==> src/rtl/count_down_pkg.sv <==
// Shared types and helpers for the multi-channel hh:mm:ss count-down timer.
// Holds the channel FSM encoding, field limits and the clamp/decrement helpers.
package count_down_pkg;

    typedef enum logic [1:0] {
        ST_IDLE  = 2'd0,
        ST_RUN   = 2'd1,
        ST_PAUSE = 2'd2,
        ST_DONE  = 2'd3
    } state_t;

    localparam logic [7:0] SEC_MAX = 8'd59;
    localparam logic [7:0] MIN_MAX = 8'd59;

    typedef struct packed {
        logic [7:0] hrs;
        logic [7:0] mins;
        logic [7:0] secs;
    } hms_t;

    function automatic logic [7:0] clamp8(input logic [7:0] v, input logic [7:0] max_v);
        return (v > max_v) ? max_v : v;
    endfunction

    function automatic logic is_zero(input hms_t t);
        return (t == '0);
    endfunction

    // Borrows through seconds, minutes, hours; 00:00:00 stays put.
    function automatic hms_t dec_hms(input hms_t t);
        hms_t r;
        r = t;
        if (t.secs != 8'd0) begin
            r.secs = t.secs - 8'd1;
        end else if (t.mins != 8'd0) begin
            r.secs = SEC_MAX;
            r.mins = t.mins - 8'd1;
        end else if (t.hrs != 8'd0) begin
            r.secs = SEC_MAX;
            r.mins = MIN_MAX;
            r.hrs  = t.hrs - 8'd1;
        end
        return r;
    endfunction

endpackage

==> src/rtl/count_down_mc_tick_gen.sv <==
// Shared free-running prescaler: one-cycle tick every CLK_HZ enabled cycles.
module tick_gen #(
    parameter int CLK_HZ = 1000
) (
    input  logic CLK,
    input  logic rst,
    input  logic en,
    output logic tick
);

    localparam int CNT_W = (CLK_HZ > 1) ? $clog2(CLK_HZ) : 1;
    localparam logic [CNT_W-1:0] CNT_MAX = CNT_W'(CLK_HZ - 1);

    logic [CNT_W-1:0] cnt;

    assign tick = en && (cnt == CNT_MAX);

    always_ff @(posedge CLK) begin
        if (rst) begin
            cnt <= '0;
        end else if (en) begin
            cnt <= tick ? '0 : cnt + CNT_W'(1);
        end
    end

endmodule

==> src/rtl/count_down_mc.sv <==
// CHANNELS independent hh:mm:ss count-down timers on one shared 1 s tick, with registered read-back.
// Build option: define COUNT_DOWN_AUTO_RELOAD_EN to reload the loaded value on expiry instead of stopping.
module count_down_mc
    import count_down_pkg::*;
#(
    parameter int CLK_HZ   = 1000,
    parameter int CHANNELS = 2,
    parameter int HRS_MAX  = 23,
    parameter int CW       = (CHANNELS > 1) ? $clog2(CHANNELS) : 1
) (
    input  logic                CLK,
    input  logic                rst,
    input  logic                en,
    input  logic [CW-1:0]       ch_sel,
    input  logic                load,
    input  logic [7:0]          ld_hrs,
    input  logic [7:0]          ld_mins,
    input  logic [7:0]          ld_secs,
    input  logic                start,
    input  logic                pause,
    input  logic                clr,
    input  logic [CW-1:0]       rd_sel,
    output logic [7:0]          hrs,
    output logic [7:0]          mins,
    output logic [7:0]          seconds,
    output logic [CHANNELS-1:0] running,
    output logic [CHANNELS-1:0] expired,
    output logic                valid
);

    localparam logic [7:0] HRS_MAX8 = 8'(HRS_MAX);

    logic    tick;
    hms_t    ld_val;
    hms_t    ch_time [CHANNELS];
    hms_t    rd_val;
    logic [CW-1:0] rd_sel_q;

    tick_gen #(.CLK_HZ(CLK_HZ)) u_tick_gen (
        .CLK  (CLK),
        .rst  (rst),
        .en   (en),
        .tick (tick)
    );

    assign ld_val.hrs  = clamp8(ld_hrs, HRS_MAX8);
    assign ld_val.mins = clamp8(ld_mins, MIN_MAX);
    assign ld_val.secs = clamp8(ld_secs, SEC_MAX);

    for (genvar i = 0; i < CHANNELS; i++) begin : g_ch
        state_t st, st_nxt;
        hms_t   t, t_nxt;
        logic   ex, ex_nxt;
        logic   run_r, run_nxt;
        logic   sel;
`ifdef COUNT_DOWN_AUTO_RELOAD_EN
        hms_t   rl, rl_nxt;
`endif

        assign sel        = (ch_sel == CW'(i));
        assign ch_time[i] = t;
        assign running[i] = run_r;
        assign expired[i] = ex;

        always_ff @(posedge CLK) begin
            if (rst) begin
                st    <= ST_IDLE;
                t     <= '0;
                ex    <= 1'b0;
                run_r <= 1'b0;
`ifdef COUNT_DOWN_AUTO_RELOAD_EN
                rl    <= '0;
`endif
            end else begin
                st    <= st_nxt;
                t     <= t_nxt;
                ex    <= ex_nxt;
                run_r <= run_nxt;
`ifdef COUNT_DOWN_AUTO_RELOAD_EN
                rl    <= rl_nxt;
`endif
            end
        end

        // Commands for this channel pre-empt its tick; an ignored start still consumes the cycle.
        always_comb begin
            st_nxt = st;
            t_nxt  = t;
            ex_nxt = ex;
`ifdef COUNT_DOWN_AUTO_RELOAD_EN
            rl_nxt = rl;
`endif
            if (sel && clr) begin
                st_nxt = ST_IDLE;
                t_nxt  = '0;
                ex_nxt = 1'b0;
`ifdef COUNT_DOWN_AUTO_RELOAD_EN
                rl_nxt = '0;
`endif
            end else if (sel && load) begin
                st_nxt = ST_IDLE;
                t_nxt  = ld_val;
                ex_nxt = 1'b0;
`ifdef COUNT_DOWN_AUTO_RELOAD_EN
                rl_nxt = ld_val;
`endif
            end else if (sel && start) begin
                if (!is_zero(t)) begin
                    st_nxt = ST_RUN;
                    ex_nxt = 1'b0;
                end
            end else if (sel && pause) begin
                if (st == ST_RUN) begin
                    st_nxt = ST_PAUSE;
                end
            end else if (tick && (st == ST_RUN)) begin
                t_nxt = dec_hms(t);
                if (is_zero(t_nxt)) begin
                    ex_nxt = 1'b1;
`ifdef COUNT_DOWN_AUTO_RELOAD_EN
                    t_nxt  = rl;
`else
                    st_nxt = ST_DONE;
`endif
                end
            end
        end

        always_comb begin
            run_nxt = (st_nxt == ST_RUN);
        end
    end

    always_comb begin
        rd_val = '0;
        for (int i = 0; i < CHANNELS; i++) begin
            if (rd_sel == CW'(i)) begin
                rd_val = ch_time[i];
            end
        end
    end

    // Read-back is one cycle behind the channel registers; valid flags a new value or a new selection.
    always_ff @(posedge CLK) begin
        if (rst) begin
            hrs      <= 8'd0;
            mins     <= 8'd0;
            seconds  <= 8'd0;
            valid    <= 1'b0;
            rd_sel_q <= '0;
        end else begin
            hrs      <= rd_val.hrs;
            mins     <= rd_val.mins;
            seconds  <= rd_val.secs;
            valid    <= (rd_val != {hrs, mins, seconds}) || (rd_sel != rd_sel_q);
            rd_sel_q <= rd_sel;
        end
    end

endmodule

==> config.mk <==
export PLATFORM = sky130hd
export DESIGN_NAME = count_down_mc
export DESIGN_NICKNAME = d
export VERILOG_FILES = /design/src/rtl/count_down_pkg.sv /design/src/rtl/count_down_mc_tick_gen.sv /design/src/rtl/count_down_mc.sv
export SDC_FILE = /design/constraint.sdc
export NUM_CORES = 1
export LEC_CHECK = 0
export CAP_MARGIN = 40
export CORE_ASPECT_RATIO = 1.2
export CORE_UTILIZATION = 40
export CTS_CLUSTER_SIZE = 14
export DETAILED_ROUTE_END_ITERATION = 8
export PLACE_DENSITY = 0.7
export SYNTH_ARGS = -nofsm -noshare
export SYNTH_HDL_FRONTEND = slang
export SYNTH_SLANG_ARGS = --single-unit
==> constraint.sdc <==
create_clock -name CLK -period 5.6 [get_ports CLK]
set_input_delay 1.12 -clock CLK [delete_from_list [all_inputs] [get_ports CLK]]
set_output_delay 1.12 -clock CLK [all_outputs]
set_load 0.1 [all_outputs]
; ---- Word level (Yosys, flattened, before mapping)
; Cells that the tools add are included.
[op_classes]
n_addsub = 7
order_cmp = 3
eq_ne = 15
muxes = 69
bitwise_logic = 1
n_reduce_logical = 36
[ops]
columns = cell, count
row1 = $mux 24, 11
row2 = $mux 16, 14
row3 = $mux 8, 17
row4 = $logic_not 24->1, 4
row5 = $reduce_bool 8->1, 6
row6 = $sub 8x1->8 const B, 6
row7 = $mux 2, 16
row8 = $ne 24x24->1, 1
row9 = $gt 8x6->1 const B, 2
row10 = $ne 2x2->1 const B, 8
row11 = $reduce_bool 2->1, 6
row12 = $logic_and 1x1->1, 11
row13 = $add 10x1->10 const B, 1
row14 = $eq 10x10->1 const B, 1
row15 = $mux 1, 10
row16 = $mux 10, 1
row17 = $eq 2x1->1 const B, 4
row18 = $gt 8x5->1 const B, 1
row19 = $reduce_and 4->1, 2
row20 = $reduce_and 3->1, 2
row21 = $reduce_or 3->1, 2
row22 = $reduce_or 2->1, 2
row23 = $logic_or 1x1->1, 1
row24 = $ne 1x1->1, 1
row25 = $not 1->1, 1
[word_totals]
register_bits = 92
in_bits = 33
out_inout_bits = 29
wordCells = 149

; ---- Logic depth before layout (Yosys ltp)
[depth]
depth_word = 17
mapped_depth = 12
mapped_depth_nobuf = 9

; ---- Modules after synthesis
; From an unflattened synthesis, not the netlist that was laid out.
[hier_totals]
cells_unflattened = 738
hier_area_um2 = 5824.3
[modules_own_cells]
columns = mod, n_inst, cells_each, area_each_um2, seq_area_each_um2
row1 = count_down_mc, 1, 685, 5338.9, 1641.6
row2 = tick_gen, 1, 53, 485.5, 200.2

; ---- Worst setup path after synthesis
; No wires, ideal clock.
[synth_timing]
path_type = reg-to-reg
start = register g_ch[0].t (netlist bit ch_time[32])
end = register g_ch[0].run_r
setup_time_ps = 125
arrival_ps = 2923
slack_ps = 2552
path_stages_with_launch = 12
n_path_buf = 2
period_less_slack_ps = 3048
cell_sequence = dfxtp_1 > clkbuf_1 > inv_1 > ha_1 > buf_2 > nor4b_4 > nand4_2 > or3_4 > mux2_4 > nor4_1 > or4b_4 > o41a_1
[synth_between]
elab_chain_cells = 16
[synth_rtl]
columns = element, line
row1 = from (decl), count_down_mc.sv:52  ; hms_t t, t_nxt;
row2 = from (signal assigned), count_down_mc.sv:76  ; t <= t_nxt;
row3 = $sub 8x1->8 (tied with other cells), count_down_pkg.sv:37  ; r.mins = t.mins - 8'd1;
row4 = $mux 16 or $mux 8 (tied branches), count_down_pkg.sv:35  ; end else if (t.mins != 8'd0) begin
row5 = $mux 16 or $mux 8 (tied branches), count_down_pkg.sv:33  ; if (t.secs != 8'd0) begin
row6 = $mux 16 or $mux 8 (tied branches), count_down_mc.sv:116  ; end else if (tick && (st == ST_RUN)) begin
row7 = $mux 16 or $mux 8 (tied branches), count_down_mc.sv:112  ; end else if (sel && pause) begin
row8 = $mux 16 or $mux 8 (tied branches), count_down_mc.sv:107  ; end else if (sel && start) begin
row9 = $mux 16 or $mux 8 (tied branches), count_down_mc.sv:100  ; end else if (sel && load) begin
row10 = $mux 16 or $mux 8 (tied branches), count_down_mc.sv:93  ; if (sel && clr) begin
row11 = $logic_not 24->1, count_down_pkg.sv:26  ; return (t == '0);
row12 = $mux 2, count_down_mc.sv:118  ; if (is_zero(t_nxt)) begin
row13 = $mux 2, count_down_mc.sv:116
row14 = $mux 2, count_down_mc.sv:112
row15 = $mux 2 *, count_down_mc.sv:107
row16 = $mux 2 *, count_down_mc.sv:100
row17 = $mux 2 *, count_down_mc.sv:93
row18 = $eq 2x1->1 *, count_down_mc.sv:130  ; run_nxt = (st_nxt == ST_RUN);
row19 = to (signal assigned), count_down_mc.sv:78  ; run_r <= run_nxt;
row20 = to (decl), count_down_mc.sv:54  ; logic run_r, run_nxt;
; Mark *: on every way between the ends. The rest lies on a longest branch, timed or not. The select of a mux whose other input is x is not followed.
; A chain may end at the register's enable or synchronous reset.

; ---- Worst setup path after layout
; Ends and elaborated chain as after synthesis.

==> results summary <==
CTS placed an instance of sky130_fd_sc_hd__clkbuf_16 at the clock tree root. The number of enable-type register cells in the synthesized netlist is 0. Power spread over the standard cell area amounts to 252 mW/mm². The final wirelength is 19600 µm. The final routed wire length divided by cell count is 18.9 µm. The number of antenna diodes in the final layout is 0. The count of hold-fix buffers inserted at cts came out at 0. The startpoint of the most critical hold path is g_ch[1].ex.

The via count of the first global-routing pass came out at 5666. Global routing used 25.7% of the available tracks across all layers. The most used flip-flop cell after synthesis is sky130_fd_sc_hd__dfxtp_1. The die covers 0.0153 mm². After synthesis the cells add up to 0.00594 mm².

The net count of the finished layout is 871. Once routing completed, OpenROAD measured the worst setup slack at 1.74 ns. The worst-case vdd ir drop is 0.156 mV. The final critical delay including setup and external delays is 3.86 ns. The number of endpoints failing setup at the final stage is 0. Sequential elements use 31.0% of the synthesized area. STA classifies the critical path endpoint as a register. The max-slew headroom at the worst pin is 34.6%. The maximum fanout along the worst path came out at 11. CTS built an H-tree with a depth of 3. The max-slew violation count was 0.

The library cells used most frequently in the layout, excluding fill and tap cells, are sky130_fd_sc_hd__nor2_1 (100), sky130_fd_sc_hd__dfxtp_1 (92), sky130_fd_sc_hd__a21oi_1 (75), sky130_fd_sc_hd__clkdlybuf4s50_1 (61), sky130_fd_sc_hd__nand2_1 (49). The initial antenna violation count is 0. The post-placement cell count came out at 1019.

The first-pass GRT wire length came out at 30200 µm. By startpoint and endpoint, the worst setup path is classified as register to register. The min-delay analysis places its worst path in the category register to register.

The gate count of the mapped netlist came out at 780. The clock-pin slew reported for the worst setup and hold paths after clock tree synthesis came out at 0.07 ns. The post-cts resize count is 0. The final hold violation count is 0. The accumulated negative setup slack came out at 0 ns.

The final period utilization is 68.8%. TritonCTS built the clock tree. The overall overflow remaining after global route is 0. The design draws 0.00186 W. Of the cells placed in the final design, the portion with a size suffix greater than 1 is 8.38%. After synthesis the netlist holds a flip-flop and latch count of 92. The initial utilization of the core area, before any placement, comes to 41.0%. The count of unique library cells instantiated by Yosys came out at 75. A synthesized cell averages 7.62 µm². CTS saw 92 sinks. For the pin with the worst max-slew slack, the measured transition is 0.968 ns.

For the worst setup path, the data required time is 5.85 ns. The port buffer count came out at 61. The post-CTS setup repair buffer count is 0. STA classifies the critical path startpoint as a register. The run finished with clean final reports. The filler-free cell count of the finished design is 1035. Clock skew on the completed layout was measured at 0.00960 ns.

The critical path starts at ch_time[32]. The number of vias per cell is 5.98. The count of pins on the block boundary is 62. STA puts the critical path data arrival time at 4.10 ns. The placement-stage worst setup slack is 1.60 ns.

The design area is 0.00739 mm². The synthesized net count came out at 821. The most frequent standard cell in the layout excluding fill and tap cells is sky130_fd_sc_hd__nor2_1. Routability-driven placement finished with a final weighted congestion of 0.977.

In this run the static leakage power is 2.71 nW. At the later pin of the worst-skew pair, clock insertion delay measures 0.36 ns. The number of standard-cell rows in the floorplan is 48. The remaining number of nets flagged by the antenna check after routing is 0.

The clock buffer count from CTS is 9. The first detailed-routing pass took 5 iterations. The number of DRC violations after detailed-routing iteration 0 came out at 543. The post-synthesis async set-or-reset flop share is 0%. Setup repair after global routing left no endpoint under its margin. Once placement finished, the instance area stood at 0.00705 mm². The largest net degree at the start of global routing came out at 44.

The placeable core region is 0.0145 mm². The width of the chip came out at 113 µm. The timing-limited maximum frequency is 259 MHz. The total half-perimeter wirelength after legalization and detailed placement is 14800 µm.

The number of maximum-capacitance constraint violations is 0. After detailed routing, the number of remaining DRC violations is 0. In this run the critical register-to-register path is launched from ch_time[32]. The layout overhead on the synthesized area is 24.5%. Yosys printed 0 warnings. The longest clock path from root to sink contains 2 buffers.

The vertical die dimension is 136 µm. The number of vias after detailed routing came out at 6189.
## path summary, 6_finish.rpt
path	to	slack (ns)	depth (start not counted)
hold / removal	g_ch[1].ex	0.48	2
hold reg to reg	g_ch[1].ex	0.48	2
setup reg to reg	g_ch[0].run_r	1.74	9
setup / recovery	g_ch[0].run_r	1.74	9
## synthesized netlist by cell type, drive strengths merged, types with 4 or more instances
cell	n	area share [%]
nor2	100	6.3
and2	11	1.2
a31oi	11	1.2
nand2	49	3.1
nor2b	7	0.74
buf	13	1.3
o21ai	30	2.5
o31ai	9	1.1
nand4	18	2.0
xor2	16	2.4
a2111oi	4	0.59
o211ai	4	0.51
nor4	19	2.3
clkbuf	43	2.7
ha	8	1.7
mux2i	32	5.4
a211oi	15	1.9
dfxtp	92	31
a21oi	75	6.3
nand2b	6	0.63
a311oi	6	0.88
nor3	44	3.9
or4b	4	0.74
inv	28	1.8
nor4b	5	1.3
or3b	4	0.59
a41oi	4	0.59
xnor2	21	3.1
nand3	26	2.2
o22ai	5	0.53
or3	11	1.2
or4	8	1.0
## sequential cells by signal, summed over array words and instances, names as in the netlist
register	flops
g_ch.ex	2
hrs	8
rd_sel_q	1
u_tick_gen.cnt	10
g_ch.run_r	2
seconds	8
g_ch.st	4
ch_time	48
mins	8
valid	1
## area by class of cell
class	count	area (µm²)
Inverter	28	105
Fill cell	1373	7080
Sequential cell	92	1840
Tap cell	200	250
Clock inverter	6	105
Clock buffer	10	239
Multi-Input combinational cell	604	3760
Timing Repair Buffer	95	1100
## stage by stage
stage	hold WS (ns)	utilization, %
global placement	0.457	45.6
detailed placement	0.459	48.7
finish	0.483	51.1
global route	0.506	51.1
floorplan	0.446	-
CTS	0.484	51.1
## critical path, cell delays in order, from the launching register on
cell and delay (ns):
sky130_fd_sc_hd__dfxtp_1 0.39, sky130_fd_sc_hd__inv_1 0.11, sky130_fd_sc_hd__ha_1 0.32, sky130_fd_sc_hd__nor4b_4 0.47
sky130_fd_sc_hd__nand4_2 0.35, sky130_fd_sc_hd__or3_4 0.50, sky130_fd_sc_hd__mux2_4 0.31, sky130_fd_sc_hd__nor4_1 0.42
sky130_fd_sc_hd__or4b_4 0.55, sky130_fd_sc_hd__o41a_1 0.32
## per-layer routing
metal,vias to the layer above,GRT usage [%],part of all wire [%]
li1,2950,-,-
met1,2915,31.1,41
met2,260,43.0,47
met3,64,4.70,6.8
met4,0,14.5,5.3
met5,-,0,0
## report_power, final
| group | total [W] | internal [W] | switching, W |
|---|---|---|---|
| combinational | 0.000438 | 0.000166 | 0.000271 |
| clock | 0.000711 | 0.000414 | 0.000297 |
| sequential | 0.000714 | 0.000675 | 0.0000394 |
## cells by family (layout without fill, tap and decap cells)
| logic type | after synthesis | after routing | share of synthesized area, % |
|---|---|---|---|
| mux | 33 | 33 | 5.64 |
| fa+ha+maj | 8 | 8 | 1.68 |
| xor+xnor | 37 | 37 | 5.45 |
| simple gates | 326 | 326 | 28.9 |
| buf+inv | 84 | 139 | 5.77 |
| flops | 92 | 92 | 31.0 |
| compound gates | 200 | 200 | 21.5 |
Power figures use the tool's default switching activity.
